===== src/rtl/iter_div_if.sv =====
// Operand/result bundle for the iterative divider.
// Latency: n/a (wires only).
// Backpressure: in_valid/in_ready on the operand side, out_valid/out_ready on the result side.
interface iter_div_if #(
    parameter int WIDTH = 32
);
    logic             in_valid;
    logic             in_ready;
    logic [WIDTH-1:0] src1;
    logic [WIDTH-1:0] src2;
    logic             is_signed;
    logic             out_valid;
    logic             out_ready;
    logic [WIDTH-1:0] quotient;
    logic [WIDTH-1:0] remainder;
    logic             div_by_zero;

    // Producer of operands / consumer of results.
    modport master (
        output in_valid, src1, src2, is_signed, out_ready,
        input  in_ready, out_valid, quotient, remainder, div_by_zero
    );

    // The divider itself.
    modport slave (
        input  in_valid, src1, src2, is_signed, out_ready,
        output in_ready, out_valid, quotient, remainder, div_by_zero
    );
endinterface


===== src/rtl/iter_div.sv =====
// Radix-2 restoring divider, signed or unsigned, one quotient bit per cycle.
// Latency: accept in cycle 0, result valid in cycle WIDTH+1, fixed for all operands.
// Backpressure: result held in DONE until out_ready; no new operands accepted until then.
module iter_div #(
    parameter int WIDTH = 32
) (
    input  logic      clk,
    input  logic      reset,
    iter_div_if.slave bus
);
    localparam int CW = $clog2(WIDTH);

    typedef enum logic [1:0] {
        S_IDLE = 2'd0,
        S_CALC = 2'd1,
        S_DONE = 2'd2
    } state_t;

    state_t           r_state;
    state_t           w_state_nxt;
    logic             w_in_ready;
    logic             w_out_valid;

    logic [CW-1:0]    r_cnt;
    logic [WIDTH-1:0] r_rem;      // partial remainder; always < divisor so WIDTH bits suffice
    logic [WIDTH-1:0] r_dvd;      // dividend magnitude shifting out, quotient bits shifting in
    logic [WIDTH-1:0] r_dvs;      // divisor magnitude
    logic             r_neg_dvd;  // signed mode and dividend negative
    logic             r_neg_q;    // signed mode and operand signs differ
    logic             r_zero;

    logic [WIDTH-1:0] r_quo_o;
    logic [WIDTH-1:0] r_rem_o;
    logic             r_dbz_o;

    // Operand magnitudes at accept time.
    logic             w_a_neg;
    logic             w_b_neg;
    logic [WIDTH-1:0] w_a_abs;
    logic [WIDTH-1:0] w_b_abs;

    // One restoring step: the shifted remainder is WIDTH+1 bits wide so a
    // divisor magnitude of 2^(WIDTH-1) still compares correctly.
    logic [WIDTH:0]   w_rem_sh;
    logic             w_ge;
    logic [WIDTH-1:0] w_trial;
    logic [WIDTH-1:0] w_rem_nxt;
    logic [WIDTH-1:0] w_quo_nxt;
    logic [WIDTH-1:0] w_quo_fix;
    logic [WIDTH-1:0] w_rem_fix;
    logic             w_last;

    assign w_a_neg   = bus.is_signed & bus.src1[WIDTH-1];
    assign w_b_neg   = bus.is_signed & bus.src2[WIDTH-1];
    assign w_a_abs   = w_a_neg ? (~bus.src1 + 1'b1) : bus.src1;
    assign w_b_abs   = w_b_neg ? (~bus.src2 + 1'b1) : bus.src2;

    assign w_rem_sh  = {r_rem, r_dvd[WIDTH-1]};
    assign w_ge      = (w_rem_sh >= {1'b0, r_dvs});
    // When w_ge holds the difference is below the divisor, so the top bit is zero.
    assign w_trial   = w_rem_sh[WIDTH-1:0] - r_dvs;
    assign w_rem_nxt = w_ge ? w_trial : w_rem_sh[WIDTH-1:0];
    assign w_quo_nxt = {r_dvd[WIDTH-2:0], w_ge};
    assign w_last    = (r_cnt == CW'(WIDTH - 1));

    // With a zero divisor every trial succeeds, so the remainder ends up as the
    // dividend magnitude; the sign correction then restores src1 exactly.
    assign w_quo_fix = r_zero  ? {WIDTH{1'b1}}
                     : r_neg_q ? (~w_quo_nxt + 1'b1) : w_quo_nxt;
    assign w_rem_fix = r_neg_dvd ? (~w_rem_nxt + 1'b1) : w_rem_nxt;

    // State register.
    always_ff @(posedge clk) begin
        if (reset) r_state <= S_IDLE;
        else       r_state <= w_state_nxt;
    end

    // Next-state and handshake outputs.
    always_comb begin
        w_state_nxt = r_state;
        w_in_ready  = 1'b0;
        w_out_valid = 1'b0;
        case (r_state)
            S_IDLE: begin
                w_in_ready = 1'b1;
                if (bus.in_valid) w_state_nxt = S_CALC;
            end
            S_CALC: begin
                if (w_last) w_state_nxt = S_DONE;
            end
            S_DONE: begin
                w_out_valid = 1'b1;
                if (bus.out_ready) w_state_nxt = S_IDLE;
            end
            default: w_state_nxt = S_IDLE;
        endcase
    end

    // Operand capture, iteration, and result registration on the last step.
    always_ff @(posedge clk) begin
        if (reset) begin
            r_cnt     <= '0;
            r_rem     <= '0;
            r_dvd     <= '0;
            r_dvs     <= '0;
            r_neg_dvd <= 1'b0;
            r_neg_q   <= 1'b0;
            r_zero    <= 1'b0;
            r_quo_o   <= '0;
            r_rem_o   <= '0;
            r_dbz_o   <= 1'b0;
        end else begin
            case (r_state)
                S_IDLE: begin
                    if (bus.in_valid) begin
                        r_neg_dvd <= w_a_neg;
                        r_neg_q   <= w_a_neg ^ w_b_neg;
                        r_dvd     <= w_a_abs;
                        r_dvs     <= w_b_abs;
                        r_zero    <= (bus.src2 == '0);
                        r_rem     <= '0;
                        r_cnt     <= '0;
                    end
                end
                S_CALC: begin
                    r_rem <= w_rem_nxt;
                    r_dvd <= w_quo_nxt;
                    r_cnt <= r_cnt + CW'(1);
                    if (w_last) begin
                        r_quo_o <= w_quo_fix;
                        r_rem_o <= w_rem_fix;
                        r_dbz_o <= r_zero;
                    end
                end
                default: ;
            endcase
        end
    end

    assign bus.in_ready    = w_in_ready;
    assign bus.out_valid   = w_out_valid;
    assign bus.quotient    = r_quo_o;
    assign bus.remainder   = r_rem_o;
    assign bus.div_by_zero = r_dbz_o;
endmodule


===== src/flat_wrapper.sv =====
// flat-port wrapper written by rule: the top's interface ports become plain ports
module iter_div_flat 
#(
    parameter int WIDTH = 32
)
  (clk, reset, bus_in_valid, bus_src1, bus_src2, bus_is_signed, bus_out_ready, bus_in_ready, bus_out_valid, bus_quotient, bus_remainder, bus_div_by_zero);
  iter_div_if #(.WIDTH(WIDTH)) bus_i ();
  input  logic clk;
  input  logic reset;
  input wire logic [$bits(bus_i.in_valid)-1:0] bus_in_valid;
  input wire logic [$bits(bus_i.src1)-1:0] bus_src1;
  input wire logic [$bits(bus_i.src2)-1:0] bus_src2;
  input wire logic [$bits(bus_i.is_signed)-1:0] bus_is_signed;
  input wire logic [$bits(bus_i.out_ready)-1:0] bus_out_ready;
  output wire logic [$bits(bus_i.in_ready)-1:0] bus_in_ready;
  output wire logic [$bits(bus_i.out_valid)-1:0] bus_out_valid;
  output wire logic [$bits(bus_i.quotient)-1:0] bus_quotient;
  output wire logic [$bits(bus_i.remainder)-1:0] bus_remainder;
  output wire logic [$bits(bus_i.div_by_zero)-1:0] bus_div_by_zero;
  assign bus_i.in_valid = bus_in_valid;
  assign bus_i.src1 = bus_src1;
  assign bus_i.src2 = bus_src2;
  assign bus_i.is_signed = bus_is_signed;
  assign bus_i.out_ready = bus_out_ready;
  assign bus_in_ready = bus_i.in_ready;
  assign bus_out_valid = bus_i.out_valid;
  assign bus_quotient = bus_i.quotient;
  assign bus_remainder = bus_i.remainder;
  assign bus_div_by_zero = bus_i.div_by_zero;
  iter_div #(.WIDTH(WIDTH)) u_core (.clk(clk), .reset(reset), .bus(bus_i));
endmodule

===== config.mk =====
export PLATFORM = sky130hd
export DESIGN_NAME = iter_div_flat
export DESIGN_NICKNAME = d
export VERILOG_FILES = /design/src/rtl/iter_div_if.sv /design/src/rtl/iter_div.sv /design/src/flat_wrapper.sv
export SDC_FILE = /design/constraint.sdc
export NUM_CORES = 1
export LEC_CHECK = 0
export ABC_AREA = 1
export CAP_MARGIN = 20
export CELL_PAD_IN_SITES_DETAIL_PLACEMENT = 1
export CELL_PAD_IN_SITES_GLOBAL_PLACEMENT = 2
export CORE_ASPECT_RATIO = 0.5
export CORE_MARGIN = 8
export CORE_UTILIZATION = 31
export CTS_CLUSTER_DIAMETER = 200
export DETAILED_ROUTE_END_ITERATION = 8
export PLACE_DENSITY_LB_ADDON = 0.1
export SKIP_LAST_GASP = 1
export SLEW_MARGIN = 0
export SYNTH_ARGS = -nofsm -noshare
export SYNTH_HDL_FRONTEND = slang
export SYNTH_SLANG_ARGS = --single-unit

===== constraint.sdc =====
create_clock -name clk -period 3.7 [get_ports clk]
set_input_delay 0.74 -clock clk [delete_from_list [all_inputs] [get_ports clk]]
set_output_delay 0.74 -clock clk [all_outputs]
set_load 0.005 [all_outputs]

==> summary.txt <==
Outcome
  • Outcome: complete, no violations

Die
  • I/O pins: 136
  • Core Rows: between 50 and 60
  • Chip Height: 156 µm
  • Area of the core region: roughly 0.039 mm²
  • Die area: between 0.04 and 0.05 mm²
  • Chip Width: 297 µm
  • Initial Utilization: 0.315

Worst hold path
  • Hold Path Origin: u_core.r_zero
  • Worst hold endpoint: u_core.r_zero
  • WHS Path Cells: 2
  • Worst Hold Class: reg2reg

Clock tree
  • TritonCTS buffer count: 17
  • Clk slew on worst S/H paths: 0.08 ns
  • H-Tree Level Count: 4
  • CTS tree: yes
  • CTS root buf: clkbuf_16
  • Max Root-Sink Buffers: 2
  • Skew-Pair Late Insertion Delay: approximately 0.46 ns
  • Sink Count: 171

Synthesis
  • Cells after synthesis: roughly 2000
  • Synth Register Bits: roughly 170
  • Share of the synthesized area in the top cell type: 0.280
  • Area contributors post-synth: dfxtp_1 (28%), nand2_1 (17%), inv_1 (7.7%)
  • Syn avg cell area: about 6.2 µm²
  • Yosys warns: 0
  • Post-synth EDFFs: 0
  • Synth top cells by count: nand2_1 (543), inv_1 (251), nor2_1 (179)
  • Post-synth top flop: dfxtp_1
  • Biggest area consumer among synthesized cells: dfxtp_1
  • Seq/Total Area, Yosys: 0.280
  • Most instantiated library cell after synthesis: nand2_1
  • Post-Syn Area: roughly 0.012 mm²
  • Synth async-reset ratio: 0
  • Syn_nets: between 2000 and 2500
  • Synth unique cells: 50

Global route
  • Vias in the first global route: 13900
  • Tot GR Track Use: 0.204
  • Grt ovf: 0
  • Largest net degree at the start of global routing: 93
  • Global-route wire length before repair: 76.3 mm
  • Initial antenna violation count: 2

Detailed routing
  • 1st-iter DRT viols: 570
  • Vias: 13500
  • Routed wire length: approximately 50 mm
  • First-pass DRT Iterations: 5
  • Final antenna-violating net count: 0
  • Drc violations: 0
  • Routed length per instance: approximately 18 µm
  • Via density: 4.90

Placement
  • DP HPWL: roughly 39 mm
  • DP Cell Count: around 2700
  • Routability congestion estimate: 0.904
  • PortBufs: ~140

Timing
  • Tightest Pin Transition: between 0.8 and 0.9 ns
  • RSZ-0062 raised after global routing: yes
  • Min cycle time layout: 3.51 ns
  • Slew Limit Fails: 0
  • Fin crit share: 0.949
  • Fin Clk Skew: between 0.015 and 0.02 ns
  • Setup TNS Final: 0 ns
  • Setup violators final: 0
  • Worst rel slew slack: 0.466
  • Peak Freq: approximately 280 MHz
  • Final hold vios: 0

Critical path
  • Arr. time, crit path: about 3.9 ns
  • Reg2Reg Setup Slack: ~0.19 ns
  • Critical path launch point type: register
  • Reg2Reg Depth: 25
  • Critical Path Max Stage Delay: 0.33 ns
  • Critical path peak fanout: 3
  • WS Path Type: reg2reg
  • Crit Reg-Reg Startpoint: u_core.r_dvs[28]
  • Worst path depth: 25
  • Crit. End Element: register
  • RR Endpoint: u_core.bus.quotient[28]
  • Crit path required time: around 4.1 ns
  • Buf/Inv on CP: 5
  • Slowest stage cell on the critical path: dfxtp_1
  • Cell family with most CP delay: simple AND/OR/NAND/NOR gates

Cells and area
  • Inserted Diodes: 0
  • Final nets: about 2300
  • Post-layout util: 0.427
  • Area Growth Syn to Fin: 35.7%
  • Layout Cells excl Fill: 2761
  • Layout cells sized above 1: 0.191

Power
  • Leakage: 7.55 nW
  • Worst VDD drop: roughly 670 µV
  • Pwr Density: between 900 and 1000 mW/mm²

Run
  • Max-cap violation count: 0
kinds of logic after synthesis:
logic type | synth area share
xor+xnor | 0.0473
flops | 0.280
buf+inv | 0.109
simple gates | 0.349
fa+ha+maj | 0.0405
compound gates | 0.174
tightest hold or removal path, stage by stage, from the launching register on:
cell,delay [ns]
dfxtp_1,0.32
nand2_1,0.06
a21oi_1,0.05
worst max path at each step:
stage / startpoint / endpoint
2_1_floorplan: u_core.r_dvs[8] / u_core.bus.quotient[28]
3_3_place_gp: bus_src2[1] / u_core.r_dvs[30]
6_report: u_core.r_dvs[28] / u_core.bus.quotient[28]
4_1_cts: u_core.r_dvs[31] / u_core.bus.remainder[24]
3_5_place_dp: bus_src2[0] / u_core.r_dvs[30]
5_1_grt: u_core.r_dvs[27] / u_core.bus.quotient[28]
power breakdown:
group	total (W)	switching, W	internal (W)
logic	0.0121	0.00738	0.00474
clock network	0.00196	0.000927	0.00104
registers	0.00221	0.000200	0.00201
total	0.0163	0.00851	0.00779
area by class of cell:
cell class	count	area [µm²]
clock buffers	17	425
clock inverters	15	201
fillers	5057	22300
inverters	268	1010
multi-input cells	1450	8110
flip-flops and latches	171	3460
well taps	530	663
repair buffers	310	2720
state kept, by name, indices dropped and copies added, names as in the netlist:
| register | flops |
|---|---|
| u_core.bus.remainder | 32 |
| u_core.r_neg_dvd | 1 |
| u_core.r_neg_q | 1 |
| u_core.r_cnt | 5 |
| u_core.r_rem | 32 |
| u_core.r_dvd | 32 |
| u_core.r_dvs | 32 |
| u_core.r_zero | 1 |
| u_core.r_state | 2 |
| u_core.bus.quotient | 32 |
| u_core.bus.div_by_zero | 1 |
cell usage in the layout (no fill, tap or decap), drive strengths merged, types with 10 or more instances in the layout:
cell type,Yosys,routed
nand2,572,572
inv,265,273
nor2,194,194
buf,18,175
dfxtp,171,171
clkdlybuf4s50,0,134
a21oi,131,131
o21ai,116,116
nand3,113,113
xor2,51,51
a31oi,45,45
ha,38,38
nand4,24,24
nor3,23,23
or2,21,21
o221ai,20,20
clkbuf,58,18
nor4,16,16
xnor2,15,15
o21bai,14,14
o21a,13,13
nand3b,12,12
o211ai,10,10
per-stage QoR:
step	total power [W]	instance area (µm²)	hold WS (ns)	setup slack (ns)
final	0.0163	16600	0.472	0.190
after global routing	0.0178	16600	0.504	-0.101
after CTS	0.0154	15800	0.474	0.00206
after detailed placement	0.0133	15100	0.463	-0.0963
after global placement	0.0131	15100	0.451	-0.0787
after floorplan	0.00929	12200	0.443	0.270
routing by layer:
layer  wire length, µm  vias to the layer above  global-route usage
met1             23900                     6444               0.276
met3              1290                       42              0.0269
met5                 0                        -                   0
met2             22800                      161               0.346
li1                  -                     6885                   -
met4               768                        0              0.0459
timing repair:
item,CTS,global route
setup buffers,0,19
resized for setup,4,142
pin swaps,0,37
hold buffers,0,0
setup endpoints to repair,15,29
gates cloned,0,1
Note: power is estimated with default switching activity, not from simulation.
